**src/rtl/load_store_unit.sv**
```systemverilog
//==============================================================================
// Module      : load_store_unit
// Description : Initiator side of the single-port memory protocol. Accepts one
//               load or store at a time, drives address / byte-lane mask /
//               replicated write data / command with a one-cycle enable, waits
//               for memory_valid and returns extended load data or a fault.
//               Optional feature macro: LSU_TIMEOUT_EN. When defined, a wait
//               counter aborts a transaction after TIMEOUT_CYCLES cycles.
// Revision    : 1.0 - initial release
//==============================================================================
`default_nettype none

package controller_pkg;
    localparam logic READ  = 1'b0;
    localparam logic WRITE = 1'b1;
endpackage

module load_store_unit #(
    parameter int TIMEOUT_CYCLES = 255
) (
    input  logic        clk,
    input  logic        reset,
    // execute-stage request
    input  logic        req_valid,
    output logic        req_ready,
    input  logic        req_write,
    input  logic [1:0]  req_size,
    input  logic        req_unsigned,
    input  logic [31:0] req_address,
    input  logic [31:0] req_wdata,
    // pipeline response
    output logic        resp_valid,
    output logic [31:0] resp_rdata,
    output logic        resp_misaligned,
    output logic        resp_timeout,
    // memory port
    input  logic        memory_ready,
    input  logic        memory_valid,
    input  logic [31:0] read_memory_data,
    output logic [31:0] read_memory_address,
    output logic [31:0] write_memory_address,
    output logic [31:0] write_memory_data,
    output logic [31:0] write_memory_mask,
    output logic        memory_command,
    output logic        memory_enable
);

    typedef enum logic [1:0] {
        IDLE  = 2'd0,
        ISSUE = 2'd1,
        WAIT  = 2'd2,
        RESP  = 2'd3
    } state_t;

    state_t      state;
    state_t      state_next;

    // latched request
    logic [31:0] addr_reg;
    logic [1:0]  size_reg;
    logic        unsigned_reg;
    logic        write_reg;
    logic [31:0] wdata_reg;
    logic [31:0] mask_reg;
    logic [31:0] rdata_reg;
    logic        misaligned_reg;
    logic        timeout_reg;

    // combinational helpers
    logic        accept;
    logic        req_misaligned;
    logic [31:0] store_data;
    logic [31:0] store_mask;
    logic [31:0] load_shifted;
    logic [31:0] load_data;
    logic        timeout_hit;
    logic        timeout_fire;

    assign accept = (state == IDLE) && req_valid;

    // Decode alignment and build lane-replicated store data and its bit mask.
    // Size 3 falls into the word branch.
    always_comb begin
        req_misaligned = 1'b0;
        store_data     = 32'h0;
        store_mask     = 32'h0;
        case (req_size)
            2'd0: begin
                store_data = {4{req_wdata[7:0]}};
                store_mask = 32'h0000_00FF << {req_address[1:0], 3'b000};
            end
            2'd1: begin
                req_misaligned = req_address[0];
                store_data     = {2{req_wdata[15:0]}};
                store_mask     = 32'h0000_FFFF << {req_address[1], 4'b0000};
            end
            default: begin
                req_misaligned = |req_address[1:0];
                store_data     = req_wdata;
                store_mask     = 32'hFFFF_FFFF;
            end
        endcase
    end

    // Align the returned word to the addressed lane and extend to 32 bits.
    always_comb begin
        load_shifted = read_memory_data >> {addr_reg[1:0], 3'b000};
        case (size_reg)
            2'd0: load_data = unsigned_reg ? {24'h0, load_shifted[7:0]}
                                           : {{24{load_shifted[7]}}, load_shifted[7:0]};
            2'd1: load_data = unsigned_reg ? {16'h0, load_shifted[15:0]}
                                           : {{16{load_shifted[15]}}, load_shifted[15:0]};
            default: load_data = load_shifted;
        endcase
    end

`ifdef LSU_TIMEOUT_EN
    logic [31:0] wait_count;

    // Cycles spent in ISSUE/WAIT for the current transaction; zero on entry to ISSUE.
    always_ff @(posedge clk or negedge reset) begin
        if (!reset) begin
            wait_count <= 32'h0;
        end else if (accept) begin
            wait_count <= 32'h0;
        end else if ((state == ISSUE) || (state == WAIT)) begin
            wait_count <= wait_count + 32'h1;
        end
    end

    // The budget runs out on the cycle whose increment would reach TIMEOUT_CYCLES.
    assign timeout_hit = (wait_count >= 32'(TIMEOUT_CYCLES - 1));
`else
    assign timeout_hit = 1'b0;
`endif

    // State register; an asserted reset drops any transaction in flight.
    always_ff @(posedge clk or negedge reset) begin
        if (!reset) begin
            state <= IDLE;
        end else begin
            state <= state_next;
        end
    end

    // Next-state and handshake outputs. The enable follows memory_ready only
    // while in ISSUE, and ISSUE is left on the same edge, so it pulses once.
    // An accepted enable takes priority over a timeout landing on that cycle.
    always_comb begin
        state_next    = state;
        req_ready     = 1'b0;
        memory_enable = 1'b0;
        resp_valid    = 1'b0;
        timeout_fire  = 1'b0;
        case (state)
            IDLE: begin
                req_ready = 1'b1;
                if (req_valid) begin
                    state_next = req_misaligned ? RESP : ISSUE;
                end
            end
            ISSUE: begin
                memory_enable = memory_ready;
                if (memory_ready) begin
                    state_next = WAIT;
                end else if (timeout_hit) begin
                    state_next   = RESP;
                    timeout_fire = 1'b1;
                end
            end
            WAIT: begin
                if (memory_valid) begin
                    state_next = RESP;
                end else if (timeout_hit) begin
                    state_next   = RESP;
                    timeout_fire = 1'b1;
                end
            end
            RESP: begin
                resp_valid = 1'b1;
                state_next = IDLE;
            end
            default: state_next = IDLE;
        endcase
    end

    // Request latch, load-data capture and fault flags.
    always_ff @(posedge clk or negedge reset) begin
        if (!reset) begin
            addr_reg       <= 32'h0;
            size_reg       <= 2'd0;
            unsigned_reg   <= 1'b0;
            write_reg      <= 1'b0;
            wdata_reg      <= 32'h0;
            mask_reg       <= 32'h0;
            rdata_reg      <= 32'h0;
            misaligned_reg <= 1'b0;
            timeout_reg    <= 1'b0;
        end else if (accept) begin
            addr_reg       <= req_address;
            size_reg       <= req_size;
            unsigned_reg   <= req_unsigned;
            write_reg      <= req_write;
            // reads, and stores that will never be issued, present zero data/mask
            wdata_reg      <= (req_write && !req_misaligned) ? store_data : 32'h0;
            mask_reg       <= (req_write && !req_misaligned) ? store_mask : 32'h0;
            rdata_reg      <= 32'h0;
            misaligned_reg <= req_misaligned;
            timeout_reg    <= 1'b0;
        end else if ((state == WAIT) && memory_valid) begin
            rdata_reg      <= write_reg ? 32'h0 : load_data;
        end else if (timeout_fire) begin
            timeout_reg    <= 1'b1;
        end
    end

    assign read_memory_address  = addr_reg;
    assign write_memory_address = addr_reg;
    assign write_memory_data    = wdata_reg;
    assign write_memory_mask    = mask_reg;
    assign memory_command       = write_reg ? controller_pkg::WRITE : controller_pkg::READ;

    assign resp_rdata      = rdata_reg;
    assign resp_misaligned = resp_valid && misaligned_reg;
    assign resp_timeout    = resp_valid && timeout_reg;

endmodule

`default_nettype wire

```
**config.mk**
```make
export PLATFORM = sky130hd
export DESIGN_NAME = load_store_unit
export DESIGN_NICKNAME = d
export VERILOG_FILES = /design/src/rtl/load_store_unit.sv
export SDC_FILE = /design/constraint.sdc
export NUM_CORES = 1
export LEC_CHECK = 0
export BUFFER_PORTS_ARGS = -buffer_cell sky130_fd_sc_hd__buf_2
export CAP_MARGIN = 20
export CELL_PAD_IN_SITES_DETAIL_PLACEMENT = 1
export CELL_PAD_IN_SITES_GLOBAL_PLACEMENT = 1
export CORE_MARGIN = 8
export CORE_UTILIZATION = 30
export DETAILED_ROUTE_END_ITERATION = 8
export PLACE_DENSITY = 0.8
export SKIP_LAST_GASP = 1
export SLEW_MARGIN = 20
export SYNTH_ARGS = -nofsm -noshare
export SYNTH_HDL_FRONTEND = slang
export SYNTH_SLANG_ARGS = --single-unit
```
**constraint.sdc**
```tcl
create_clock -name clk -period 1.79 [get_ports clk]
set_input_delay 0 -clock clk [delete_from_list [all_inputs] [get_ports clk]]
set_output_delay 0 -clock clk [all_outputs]
set_load 0.005 [all_outputs]
```
==> reports/results.tsv <==
stage	metric	value	unit
run_status	outcome	finished, final reports clean	
sta	worst clock skew on the final layout	0.01160	ns
place	Port Buf Inserts	269	
sta	unrepaired setup endpoints after global routing	yes	
routing	Total Routed Length	20270	um
synthesis	post-synthesis cell area	0.005474	mm2
pwr	PD cells	1514	mW/mm2
synthesis	instance count of the mapped netlist	584	
floorplanning	y dimension of the die	151.1	um
global_routing	global-route congestion overflow total	0	
clock_tree	Root Buffer Master	sky130_fd_sc_hd__clkbuf_16	
floorplanning	Initial Util	0.3047	
synthesis	number of distinct library cell variants in the gate-level netlist after synthesis	35	
global_routing	maximum number of pins on one net before global-route repair	43	
job	count of max-cap constraint violations	0	
sta	final hold vios	0	
routing	via-per-instance ratio	4.784	
layout	proportion of layout cells with a drive suffix above 1	0.3868	
sta	Worst-Margin Slew	0.5831	ns
synthesis	Yosys Warn Count	0	
synthesis	mean post-synth cell area	9.373	um2
place	final estimated routing congestion in global placement	0.8092	
pwr	VDD IR-drop max	594.8	uV
synthesis	fraction of the yosys area taken by sequential cells	0.4891	
layout	filler instances	2148	
routing	total vias in the final route	5219	
setup_path	Crit path arrival time	2.00	ns
layout	post-route design area	0.007784	mm2
place	Post-DP HPWL	14840	um
floorplanning	number of standard-cell rows in the floorplan	49	
floorplanning	die span in x	151.1	um
setup_path	Worst Setup Start Kind	flop	
clock_tree	clock slew at reported path FFs	0.07	ns
clock_tree	number of buffers on the longest clock path	2	
setup_path	data required time at the worst endpoint	2.02	ns
min_path	hold crit path type	primary input to flop	
setup_path	type of element capturing the critical path	flop	
clock_tree	TritonCTS clock tree	built	
layout	most common cell after layout, fill and taps aside	sky130_fd_sc_hd__buf_2	
pwr	Clock Power Share	0.176	
global_routing	aggregate global-route resource usage	0.1733	
global_routing	global-route wire length before repair	31020	um
setup_path	worst-path fanout max	16	
pwr	Reg power frac	0.365	
sta	Worst slew margin	0.6113	
sta	maximum operating frequency	0.5637	GHz
floorplanning	area inside the core boundary	0.01796	mm2
synthesis	Synthesized Nets	693	
layout	commonest cells after routing, fill and taps aside	sky130_fd_sc_hd__buf_2, sky130_fd_sc_hd__nand2_1, sky130_fd_sc_hd__dfrtp_1, sky130_fd_sc_hd__dlygate4sd3_1, sky130_fd_sc_hd__mux2i_1	
sta	shortest period the worst path allows	1.774	ns
synthesis	Yosys reg bits	107	
pwr	design internal power	7.220	mW
global_routing	initial antenna violation count	1	
clock_tree	TritonCTS Sinks	107	
layout	Util after Layout	0.4333	
routing	average wire per cell in the routed design	18.58	um
pwr	total leakage power	4.165	nW
place	post-detailed-placement cell area	0.006775	mm2
routing	number of routed nets with antenna violations	0	
pwr	power dissipated by switching net loads	4.568	mW
global_routing	via count of the first global-routing pass	5591	
clock_tree	cts bufs inserted	9	
layout	net total in the final layout	965	
pwr	Gate power share	0.460	
routing	number of remaining DRC errors	0	
routing	Detailed Routing Iterations Pass 1	4	
sta	Setup Viol. Count Final	0	
pwr	switching portion of total power	0.3875	
floorplanning	Die Outline Area	0.02283	mm2
setup_path	critical path start-end classification	flop to flop	
floorplanning	# IOs	271	
layout	Seq. cell area	0.002678	mm2
sta	period utilization	0.9911	
clock_tree	Clock Latency Late Sink	0.35	ns
layout	multi-input combinational cell area	0.002193	mm2
layout	Layout area overhead	42.19	%
routing	DRC violation total after the first TritonRoute iteration	148	
sta	Final Max Tran Viols	0	
clock_tree	H-tree level count	3	
==> power by group through the flow <==
stage | clock network (mW) | registers (mW) | logic [mW]
after floorplan | 0 | 4.30 | 3.23
after global placement | 0 | 4.28 | 5.17
after detailed placement | 0 | 4.33 | 5.35
after CTS | 2.15 | 4.31 | 5.49
after global routing | 2.20 | 4.47 | 6.05
final | 2.07 | 4.30 | 5.42
==> area by class of cell <==
type                    count  area share
well taps                 229     0.03681
clock inverters             3    0.005948
repair buffers            360      0.2953
multi-input cells         373      0.2818
flip-flops and latches    107      0.3440
diodes                      1   0.0003215
inverters                   5    0.002411
clock buffers              13     0.03344
==> critical path, cell delays in order (launching register included) <==
cell and delay, ns:
sky130_fd_sc_hd__dfrtp_1 0.41, sky130_fd_sc_hd__mux4_2 0.54, sky130_fd_sc_hd__o2111a_2 0.29, sky130_fd_sc_hd__buf_12 0.15
sky130_fd_sc_hd__a221o_1 0.26
==> logic make-up after synthesis <==
logic type,Yosys count,synth area share
AOI/OAI and AO/OA,108,0.1305
xor gates and xnor gates,1,0.001600
adders and majority gates,4,0.009143
buffers and inverters,104,0.1163
DFF,107,0.4891
muxes,46,0.08846
other,1,0.0006851
and+or+nand+nor,213,0.1641
==> routing by layer <==
| metal | GRT usage | share of wire |
|---|---|---|
| met3 | 0.04661 | 0.077 |
| met1 | 0.2034 | 0.40 |
| met2 | 0.3000 | 0.50 |
| met5 | 0 | 0.00039 |
| met4 | 0.05888 | 0.017 |
==> synth_stat cells, drive strengths merged <==
master / n / area (um2)
o2111a: 1 / 12.51
dfrtp: 107 / 2678
mux4: 1 / 22.52
a222oi: 1 / 10.01
a21oi: 24 / 120.1
a22o: 5 / 43.79
mux2i: 36 / 360.4
o211ai: 1 / 7.510
nand3b: 8 / 60.06
o21ai: 36 / 180.2
and2: 3 / 18.77
inv: 5 / 18.77
nand2b: 6 / 37.54
xnor2: 1 / 8.760
a211oi: 2 / 15.01
or3: 2 / 12.51
a221o: 16 / 160.2
nand2: 165 / 619.3
o31ai: 22 / 165.2
nor2b: 3 / 18.77
conb: 1 / 3.750
or2: 1 / 6.260
mux2: 9 / 101.4
nor3: 5 / 36.29
nor2: 19 / 76.32
buf: 76 / 531.8
ha: 4 / 50.05
clkbuf: 23 / 86.33
nor3b: 1 / 12.51
==> stage by stage <==
step / power [mW] / hold WS, ns / setup TNS (ns) / instances / setup WS, ns
floorplan: 7.525 / -0.2956 / -0.3431 / 584 / -0.03431
global placement: 9.450 / 0.03589 / -0.3660 / 1007 / -0.04683
detailed placement: 9.676 / 0.04284 / -0.9319 / 1007 / -0.1259
CTS: 11.95 / 0.002742 / 0 / 1090 / 0.01597
global route: 12.71 / 0.01446 / -0.5699 / 1090 / -0.05166
finish: 11.79 / 0.01247 / 0 / 1091 / 0.01596
==> timing repair <==
action                                  4_1_cts  5_1_grt
hold endpoints to repair                    106        0
pin swaps                                     2        1
hold buffers                                 65        0
endpoints found under the setup margin       13       20
resized for setup                             1        2
buffers inserted                              2        0
gates cloned                                  0        0
==> path summary, 6_finish.rpt <==
kind / startpoint / end / slack (ns) / cells after the start
min in group asynchronous: reset / resp_rdata[6]$_DFFE_PN0P_ / 0.20 / 2
max in group asynchronous: reset / write_memory_data[5]$_DFFE_PN0P_ / 0.97 / 3
max: read_memory_address[0]$_DFFE_PN0P_ / resp_rdata[29]$_DFFE_PN0P_ / 0.02 / 4
max reg2reg: read_memory_address[0]$_DFFE_PN0P_ / resp_rdata[29]$_DFFE_PN0P_ / 0.02 / 4
min reg2reg: write_memory_data[28]$_DFFE_PN0P_ / write_memory_data[28]$_DFFE_PN0P_ / 0.48 / 2
min: req_wdata[11] / write_memory_data[11]$_DFFE_PN0P_ / 0.01 / 3
Power figures use the tool's default switching activity.
